<file path="config.mk">
export PLATFORM = sky130hd
export DESIGN_NAME = cfg_booth_multiplier
export DESIGN_NICKNAME = d
export VERILOG_FILES = /design/src/rtl/cfg_booth_multiplier.sv
export SDC_FILE = /design/constraint.sdc
export NUM_CORES = 1
export LEC_CHECK = 0
export ABC_AREA = 1
export BUFFER_PORTS_ARGS = -buffer_cell sky130_fd_sc_hd__clkbuf_2
export CORE_UTILIZATION = 62
export CTS_CLUSTER_DIAMETER = 60
export DETAILED_ROUTE_END_ITERATION = 16
export GPL_ROUTABILITY_DRIVEN = 0
export PLACE_DENSITY = 0.84
export SLEW_MARGIN = 20
export SYNTH_ARGS = -nofsm -noshare
export SYNTH_HDL_FRONTEND = slang
export SYNTH_SLANG_ARGS = --single-unit
</file>
<file path="constraint.sdc">
create_clock -name clk_i -period 4.9 [get_ports clk_i]
set_input_delay 0.735 -clock clk_i [delete_from_list [all_inputs] [get_ports clk_i]]
set_output_delay 0.735 -clock clk_i [all_outputs]
set_load 0.05 [all_outputs]
</file>
<file path="src/rtl/cfg_booth_multiplier.sv">
// Iterative radix-2 Booth multiplier: one half-width product, two independent
// half-width lanes, or one full-width product; signed or unsigned per transaction.
module cfg_booth_multiplier #(
  parameter int WIDTH = 16
) (
  input  logic               clk_i,
  input  logic               reset_ni,
  input  logic               in_valid_i,
  output logic               in_ready_o,
  input  logic [WIDTH-1:0]   multiplicand_i,
  input  logic [WIDTH-1:0]   multiplier_i,
  input  logic [1:0]         cm_i,
  input  logic               signed_i,
  output logic               out_valid_o,
  input  logic               out_ready_i,
  output logic [2*WIDTH-1:0] product_o,
  output logic               err_o,
  output logic               busy_o,
  output logic [1:0]         state_o
);

  // Handshake: a transfer happens on a rising edge where valid and ready are both
  // high; valid never depends on ready, and data is held while valid waits.

  localparam int H  = WIDTH / 2;
  localparam int CW = $clog2(WIDTH + 1);
  localparam logic [CW-1:0] N_HALF  = CW'(H);
  localparam logic [CW-1:0] N_FULL  = CW'(WIDTH);
  localparam logic [CW-1:0] CNT_ONE = CW'(1);

  typedef enum logic [1:0] {
    S_IDLE = 2'd0,
    S_CALC = 2'd1,
    S_DONE = 2'd2
  } state_e;

  state_e state_q, state_d;

  logic [WIDTH-1:0]   a_q;
  logic [1:0]         cm_q;
  logic               sgn_q;
  logic               bf_msb_q;
  logic               bl_msb_q;
  logic [CW-1:0]      cnt_q;
  logic [2*WIDTH-1:0] product_q, prod_d;
  logic               err_q;
  logic               last;

  // Accumulators carry two guard bits so +/-M never overflows for either signedness.
  logic [WIDTH+1:0] mf, sumf, accf_q, accf_d;
  logic [WIDTH-1:0] qf_q, qf_d;
  logic             qf1_q, qf1_d;
  logic [H+1:0]     mh, sumh, acch_q, acch_d;
  logic [H-1:0]     qh_q, qh_d;
  logic             qh1_q, qh1_d;
  logic [H+1:0]     ml, suml, accl_q, accl_d;
  logic [H-1:0]     ql_q, ql_d;
  logic             ql1_q, ql1_d;

  logic [WIDTH-1:0]   lo_p, hi_p;
  logic [2*WIDTH-1:0] full_p;

  assign last = (cnt_q == CNT_ONE);
  assign mf   = {{2{sgn_q & a_q[WIDTH-1]}}, a_q};
  assign mh   = {{2{sgn_q & a_q[WIDTH-1]}}, a_q[WIDTH-1:H]};
  assign ml   = {{2{sgn_q & a_q[H-1]}}, a_q[H-1:0]};

  // Booth steps treat the multiplier as two's complement; for unsigned operands the
  // extra zero-extension digit adds +M at weight 2^n, folded into the final step.
  always_comb begin
    case ({qf_q[0], qf1_q})
      2'b01:   sumf = accf_q + mf;
      2'b10:   sumf = accf_q - mf;
      default: sumf = accf_q;
    endcase
    accf_d = {sumf[WIDTH+1], sumf[WIDTH+1:1]};
    qf_d   = {sumf[0], qf_q[WIDTH-1:1]};
    qf1_d  = qf_q[0];
    if (last && !sgn_q && bf_msb_q) accf_d = accf_d + mf;
  end

  always_comb begin
    case ({qh_q[0], qh1_q})
      2'b01:   sumh = acch_q + mh;
      2'b10:   sumh = acch_q - mh;
      default: sumh = acch_q;
    endcase
    acch_d = {sumh[H+1], sumh[H+1:1]};
    qh_d   = {sumh[0], qh_q[H-1:1]};
    qh1_d  = qh_q[0];
    if (last && !sgn_q && bf_msb_q) acch_d = acch_d + mh;
  end

  always_comb begin
    case ({ql_q[0], ql1_q})
      2'b01:   suml = accl_q + ml;
      2'b10:   suml = accl_q - ml;
      default: suml = accl_q;
    endcase
    accl_d = {suml[H+1], suml[H+1:1]};
    ql_d   = {suml[0], ql_q[H-1:1]};
    ql1_d  = ql_q[0];
    if (last && !sgn_q && bl_msb_q) accl_d = accl_d + ml;
  end

  assign lo_p   = {accl_d[H-1:0], ql_d};
  assign hi_p   = {acch_d[H-1:0], qh_d};
  assign full_p = {accf_d[WIDTH-1:0], qf_d};

  always_comb begin
    prod_d = '0;
    case (cm_q)
      2'b00:   prod_d = sgn_q ? {{WIDTH{lo_p[WIDTH-1]}}, lo_p} : {{WIDTH{1'b0}}, lo_p};
      2'b01:   prod_d = {hi_p, lo_p};
      2'b10:   prod_d = full_p;
      default: prod_d = '0;
    endcase
  end

  always_ff @(posedge clk_i or negedge reset_ni) begin
    if (!reset_ni) state_q <= S_IDLE;
    else           state_q <= state_d;
  end

  always_comb begin
    state_d = state_q;
    case (state_q)
      S_IDLE:  if (in_valid_i) state_d = (cm_i == 2'b11) ? S_DONE : S_CALC;
      S_CALC:  if (last) state_d = S_DONE;
      S_DONE:  if (out_ready_i) state_d = S_IDLE;
      default: state_d = S_IDLE;
    endcase
  end

  always_comb begin
    in_ready_o  = 1'b0;
    out_valid_o = 1'b0;
    busy_o      = 1'b0;
    case (state_q)
      S_IDLE:  in_ready_o = 1'b1;
      S_CALC:  busy_o = 1'b1;
      S_DONE:  begin
        out_valid_o = 1'b1;
        busy_o      = 1'b1;
      end
      default: in_ready_o = 1'b0;
    endcase
  end

  always_ff @(posedge clk_i or negedge reset_ni) begin
    if (!reset_ni) begin
      a_q       <= '0;
      cm_q      <= '0;
      sgn_q     <= 1'b0;
      bf_msb_q  <= 1'b0;
      bl_msb_q  <= 1'b0;
      cnt_q     <= '0;
      accf_q    <= '0;
      qf_q      <= '0;
      qf1_q     <= 1'b0;
      acch_q    <= '0;
      qh_q      <= '0;
      qh1_q     <= 1'b0;
      accl_q    <= '0;
      ql_q      <= '0;
      ql1_q     <= 1'b0;
      product_q <= '0;
      err_q     <= 1'b0;
    end else begin
      case (state_q)
        S_IDLE: if (in_valid_i) begin
          a_q      <= multiplicand_i;
          cm_q     <= cm_i;
          sgn_q    <= signed_i;
          bf_msb_q <= multiplier_i[WIDTH-1];
          bl_msb_q <= multiplier_i[H-1];
          cnt_q    <= (cm_i == 2'b10) ? N_FULL : N_HALF;
          accf_q   <= '0;
          qf_q     <= multiplier_i;
          qf1_q    <= 1'b0;
          acch_q   <= '0;
          qh_q     <= multiplier_i[WIDTH-1:H];
          qh1_q    <= 1'b0;
          accl_q   <= '0;
          ql_q     <= multiplier_i[H-1:0];
          ql1_q    <= 1'b0;
          if (cm_i == 2'b11) begin
            product_q <= '0;
            err_q     <= 1'b1;
          end
        end
        S_CALC: begin
          accf_q <= accf_d;
          qf_q   <= qf_d;
          qf1_q  <= qf1_d;
          acch_q <= acch_d;
          qh_q   <= qh_d;
          qh1_q  <= qh1_d;
          accl_q <= accl_d;
          ql_q   <= ql_d;
          ql1_q  <= ql1_d;
          cnt_q  <= cnt_q - CNT_ONE;
          if (last) begin
            product_q <= prod_d;
            err_q     <= 1'b0;
          end
        end
        default: ;
      endcase
    end
  end

  assign product_o = product_q;
  assign err_o     = err_q;
  assign state_o   = state_q;

endmodule
</file>
* After elaboration in Yosys (flattened, before gate mapping) *
Index checks and enable logic that the tools add are counted.
W data, S select, Z words.

cells by class
  $add $sub $neg = 10
  $mul = 0
  div/mod/pow operators = 0
  $lt $le $gt $ge = 0
  equality and inequality tests = 17
  shift-type cells = 0
  mux-type cells = 42
  bitwise gates (word level) = 2
  reductions and logical operators = 12

operators by type and width
  kind                  number
  $mux W32              4
  $pmux W32 S3          1
  $pmux W10 S2          4
  $pmux W18 S2          2
  $pmux W32 S2          1
  $mux W18              2
  $pmux W16 S2          1
  $pmux W8 S2           2
  $mux W10              3
  $add A10 B10 Y10      2
  $add A9 B9 Y10        2
  $sub A10 B10 Y10      2
  $add A17 B17 Y18      1
  $add A18 B18 Y18      1
  $sub A18 B18 Y18      1
  $mux W16              1
  $mux W8               2
  $eq A2 B2 Y1 const B  7
  $eq A2 B1 Y1 const B  5
  $mux W5               2
  $pmux W5 S2           1
  $mux W2               4
  $ne A2 B2 Y1 const B  4
  $pmux W1 S2           4
  other kinds (13)      24

word-level totals
  bits in registers = 134
  latch bits = 0
  memory bits (writable) = 0
  ROM bits = 0
  input port bits = 39
  output and inout bits = 38
  word-level logic and storage cells = 101
  memories kept = 0

* Logic depth before layout (Yosys ltp) *
  depth after elaboration = 9
  mapped depth = 31
  gate-level depth less buffers = 31

* Least setup slack after synthesis *
Ideal clock, no wire load.

  path kind = reg-to-reg
  start point = reg a_q[1]
  end point = reg accf_q[17]
  library setup time = 0.118 ns
  arrival time = 3.979 ns
  required time = 4.782 ns
  path slack = 0.803 ns
  stages on the path, launching flop included = 32
  buffers on the path = 0
  cells stage by stage = dfrtp_1 -> inv_1 -> ha_1 -> nand2_1 -> nor2_1 -> nand2_1 -> nor3_1 -> nor2_1 -> xor2_1 -> inv_1 -> ha_1 -> nand2_1 -> inv_1 -> a21oi_1 -> nand3_1 -> nand2_1 -> nand2_1 -> nand2_1 -> nand3_1 -> nand2_1 -> nand2_1 -> ha_1 -> inv_1 -> nor3_1 -> and2_1 -> nand4_1 -> nand3_1 -> nand2_1 -> nand2_1 -> nand2_1 -> nand3_1 -> nand2_1

between the ends
  longest elaborated chain between the ends = 5

ends and longest elaborated chain
  item                                                  RTL line  RTL
  from (decl)                                           39        logic [WIDTH-1:0] a_q;
  from (signal assigned)                                172       a_q <= multiplicand_i;
  $sub A18 B18 Y18 or $add A18 B18 Y18 (tied branches)  73, 72
  $pmux W18 S2                                          71        case ({qf_q[0], qf1_q})
  $add A17 B17 Y18                                      79        if (last && !sgn_q && bf_msb_q) accf_d = accf_d + mf;
  $mux W18 (*)                                          79
  $pmux W18 S2 (*)                                      170       case (state_q)
  to (signal assigned)                                  158       accf_q <= '0;
  to (signal assigned)                                  178       accf_q <= '0;
  to (signal assigned)                                  193       accf_q <= accf_d;
  to (decl)                                             50        logic [WIDTH+1:0] mf, sumf, accf_q, accf_d;

Mark *: on every way between the ends. The rest lies on a longest branch, timed or not.
A chain may end at the register's enable or synchronous reset.

* Worst setup path in the final report *
  start point = reg a_q[0]
  end point = reg product_q[29] (netlist: product_o[29])

between the ends
  longest elaborated chain between the ends = 8

ends and longest elaborated chain
  item                                                                      RTL line  RTL
  parallel branches: the longest is 5 deep, another holds $sub A18 B18 Y18  --
  $pmux W32 S3 (*)                                                          112       case (cm_q)
  $mux W32 (*)                                                              203       if (last) begin
  $pmux W32 S2 (*)                                                          170
  to (signal assigned)                                                      204       product_q <= prod_d;
  to (decl)                                                                 45        logic [2*WIDTH-1:0] product_q, prod_d;

Mark *: on every way between the ends. The select of a mux whose other input is x is not followed.

==> flow_summary_export.csv <==
group,metric,value,unit
setup_path,worst-setup-path-type,"reg -> reg",
synth,synth-seq-cells,134,
synth,synth_top_cell_area_share,30.41,%
die,die-area,18320,sq um
timing,slew_violations,0,
timing,max_freq,218.1,MHz
finish,insertedDiodeCount,0,
grt,grt_overflow,0,
setup_path,cpMostUsedCell,"nand2_1",
synth,yosysSeqAreaShare,30.41,%
route,dr.first_iter.drc_count,1280,
setup_path,critPathLaunch,"a_q[0]",
timing,tightest_slew,0.9783,ns
die,initial_core_util,63.53,%
clocking,htree_num_levels,4,
timing,rsz0062_at_grt,"false",
placed_design,io_buffers,76,
min_path,hold_path_class,"in -> async",
clocking,cts_tree,"built",
grt,antenna_found_initial,0,
route,wirelength,33940,um
clocking,numCtsBuffers,17,
clocking,clk_latency,0.44,ns
finish,fin_nets,1842,
finish,fin_area,12260,sq um
grt,grt_pass1_vias,10970,
setup_path,timing.rr.start,"a_q[0]",
setup_path,slowest_stage,"dfrtp_2",
synth,synth_ff_type,"dfrtp_1",
setup_path,arrival,4.91,ns
timing,worst_clock_skew,0.01595,ns
route,first_pass_iters,8,
synth,synthCells,1650,
route,vias,11770,
synth,synth_warnings,0,
clocking,cts_buffer_depth,2,
synth,async_reset_ff_share,100.0,%
setup_path,critPathLaunchType,"register",
finish,syn_to_final_growth,11.18,%
synth,yosysMostFrequentCell,"nand2_1",
run_status,status,"completed",
synth,avgSynthCellArea,6.683,sq um
timing,period_share,93.58,%
die,coreArea,17360,sq um
route,wire_per_inst,17.38,um
synth,synth_area_leaders,"dfrtp_1 (30%), nand2_1 (18%), ha_1 (9.3%)",
finish,fin_util,70.63,%
timing,finalSetupViolCount,0,
die,ios,77,
route,drc,0,
timing,fin_setup_tns,0,ns
synth,synth_area_leader_cell,"dfrtp_1",
grt,grt_first_pass_wirelength,54590,um
synth,synth-edff-count,0,
route,ant_nets,0,
clocking,postCtsHoldBufs,0,
placed_design,dp_hpwl,24720,um
die,die_x,135.4,um
timing,min_period,4.585,ns
setup_path,cpPeakStageDelay,0.46,ns
clocking,cts_root_buffer,"clkbuf_16",
timing,maxSlewHeadroom,34.71,%
synth,yosysUniqueCellTypes,43,
synth,syn_nets,1777,
finish,drive_gt1_share,9.144,%
route,viasPerCell,6.029,
clocking,clk_pin_slew_worst_paths,0.06,ns
setup_path,crit_fanout,6,
setup_path,critical_path_required,5.22,ns
synth,syn-cell-area,11030,sq um
die,num_rows,48,
setup_path,end_kind,"register",
timing,hold_viol_final,0,
clocking,clock-sinks,134,
grt,grt.total_usage,38.38,%
die,die_y,135.4,um
flow_run,maxCapViolCount,0,
grt,grt_max_degree,76,
synth,netlist_top_cells_count,"nand2_1 (542), inv_1 (209), nand3_1 (153)",
placed_design,placed_cell_area,11620,sq um
cell usage in the layout (no fill, tap or decap), types with 5 or more instances in the layout:
cell,netlist,layout
a21o_1,8,8
a21oi_1,65,64
a22o_1,11,11
a22oi_1,5,5
a31oi_1,11,11
a32o_1,6,6
buf_4,2,20
clkbuf_16,0,17
clkbuf_2,0,75
dfrtp_1,134,133
fa_1,6,6
ha_1,82,82
inv_1,209,207
inv_2,3,5
inv_8,0,8
nand2_1,542,541
nand3_1,153,153
nand3b_1,6,6
nand4_1,20,20
nor2_1,83,82
nor3_1,18,15
o211ai_1,11,11
o21ai_0,130,130
o22ai_1,13,13
o311ai_1,7,7
or2_2,12,12
xnor2_1,12,12
xor2_1,25,25
worst max-delay path, delay by kind of cell (launching register included):
family          cells  cell delay (ns)
compound gates      4             0.64
xor+xnor            1             0.15
simple gates       19             1.83
buf+inv             4             0.47
fa+ha+maj           3             0.92
flops               1             0.46
cell type report:
cell class                 count  area, sq um
clock buffer                  17        425.4
clock inverter                15        176.4
fill                        1431         5097
inverter                     213        799.5
multi-input combinational   1253         6685
sequential                   134         3354
tap                          225        281.5
timing repair buffer          96        536.8
path summary, 6_finish.rpt:
| check | slack, ns | end | cells past startpoint |
|---|---|---|---|
| max in group asynchronous | 3.60 | a_q[0] | 2 |
| hold / removal | 0.31 | a_q[15] | 1 |
| setup reg to reg | 0.31 | product_o[29] | 31 |
| hold reg to reg | 0.48 | product_o[14] | 2 |
| min in group clk_i | 0.48 | product_o[14] | 2 |
| setup / recovery | 0.31 | product_o[29] | 31 |
repair_timing:
action                                  in CTS  in global routing
gates resized for setup                      0                  8
endpoints found under the setup margin       0                 12
setup buffers                                0                  2
kinds of logic (layout without fill, tap and decap cells):
group	after synthesis	after routing	share of synthesized area [%]
simple gates	840	840	31.67
flops	134	134	30.41
xor+xnor	37	37	2.939
buf+inv	263	341	9.180
compound gates	286	286	15.23
fa+ha+maj	88	88	10.39
mux	2	2	0.1816
routing by layer:
metal | up-vias | share of wire, % | GRT usage, %
met3 | 153 | 8.7 | 6.884
met1 | 5376 | 39 | 48.26
met4 | 0 | 6.2 | 22.66
met5 | - | 0 | 0
li1 | 5557 | - | -
met2 | 688 | 46 | 61.74
per-stage QoR:
step	hold WS [ns]	cells	setup WS, ns
global placement	0.4587	1919	0.4937
detailed placement	0.4691	1919	0.3855
CTS	0.3400	1951	0.3328
global route	0.3753	1953	0.01049
floorplan	0.4394	1650	0.8030
finish	0.3056	1953	0.3148
flip-flops by register name (all words and copies together) (netlist names), 2 cells and up:
| register | flops |
|---|---|
| cm_q | 2 |
| a_q | 16 |
| qh_q | 8 |
| product_o | 32 |
| accl_q | 10 |
| ql_q | 8 |
| qf_q | 16 |
| accf_q | 18 |
| state_o | 2 |
| acch_q | 10 |
| cnt_q | 5 |
Power is not shown: default switching activity piles up to over one toggle a cycle in this logic, so the estimate is an artifact.
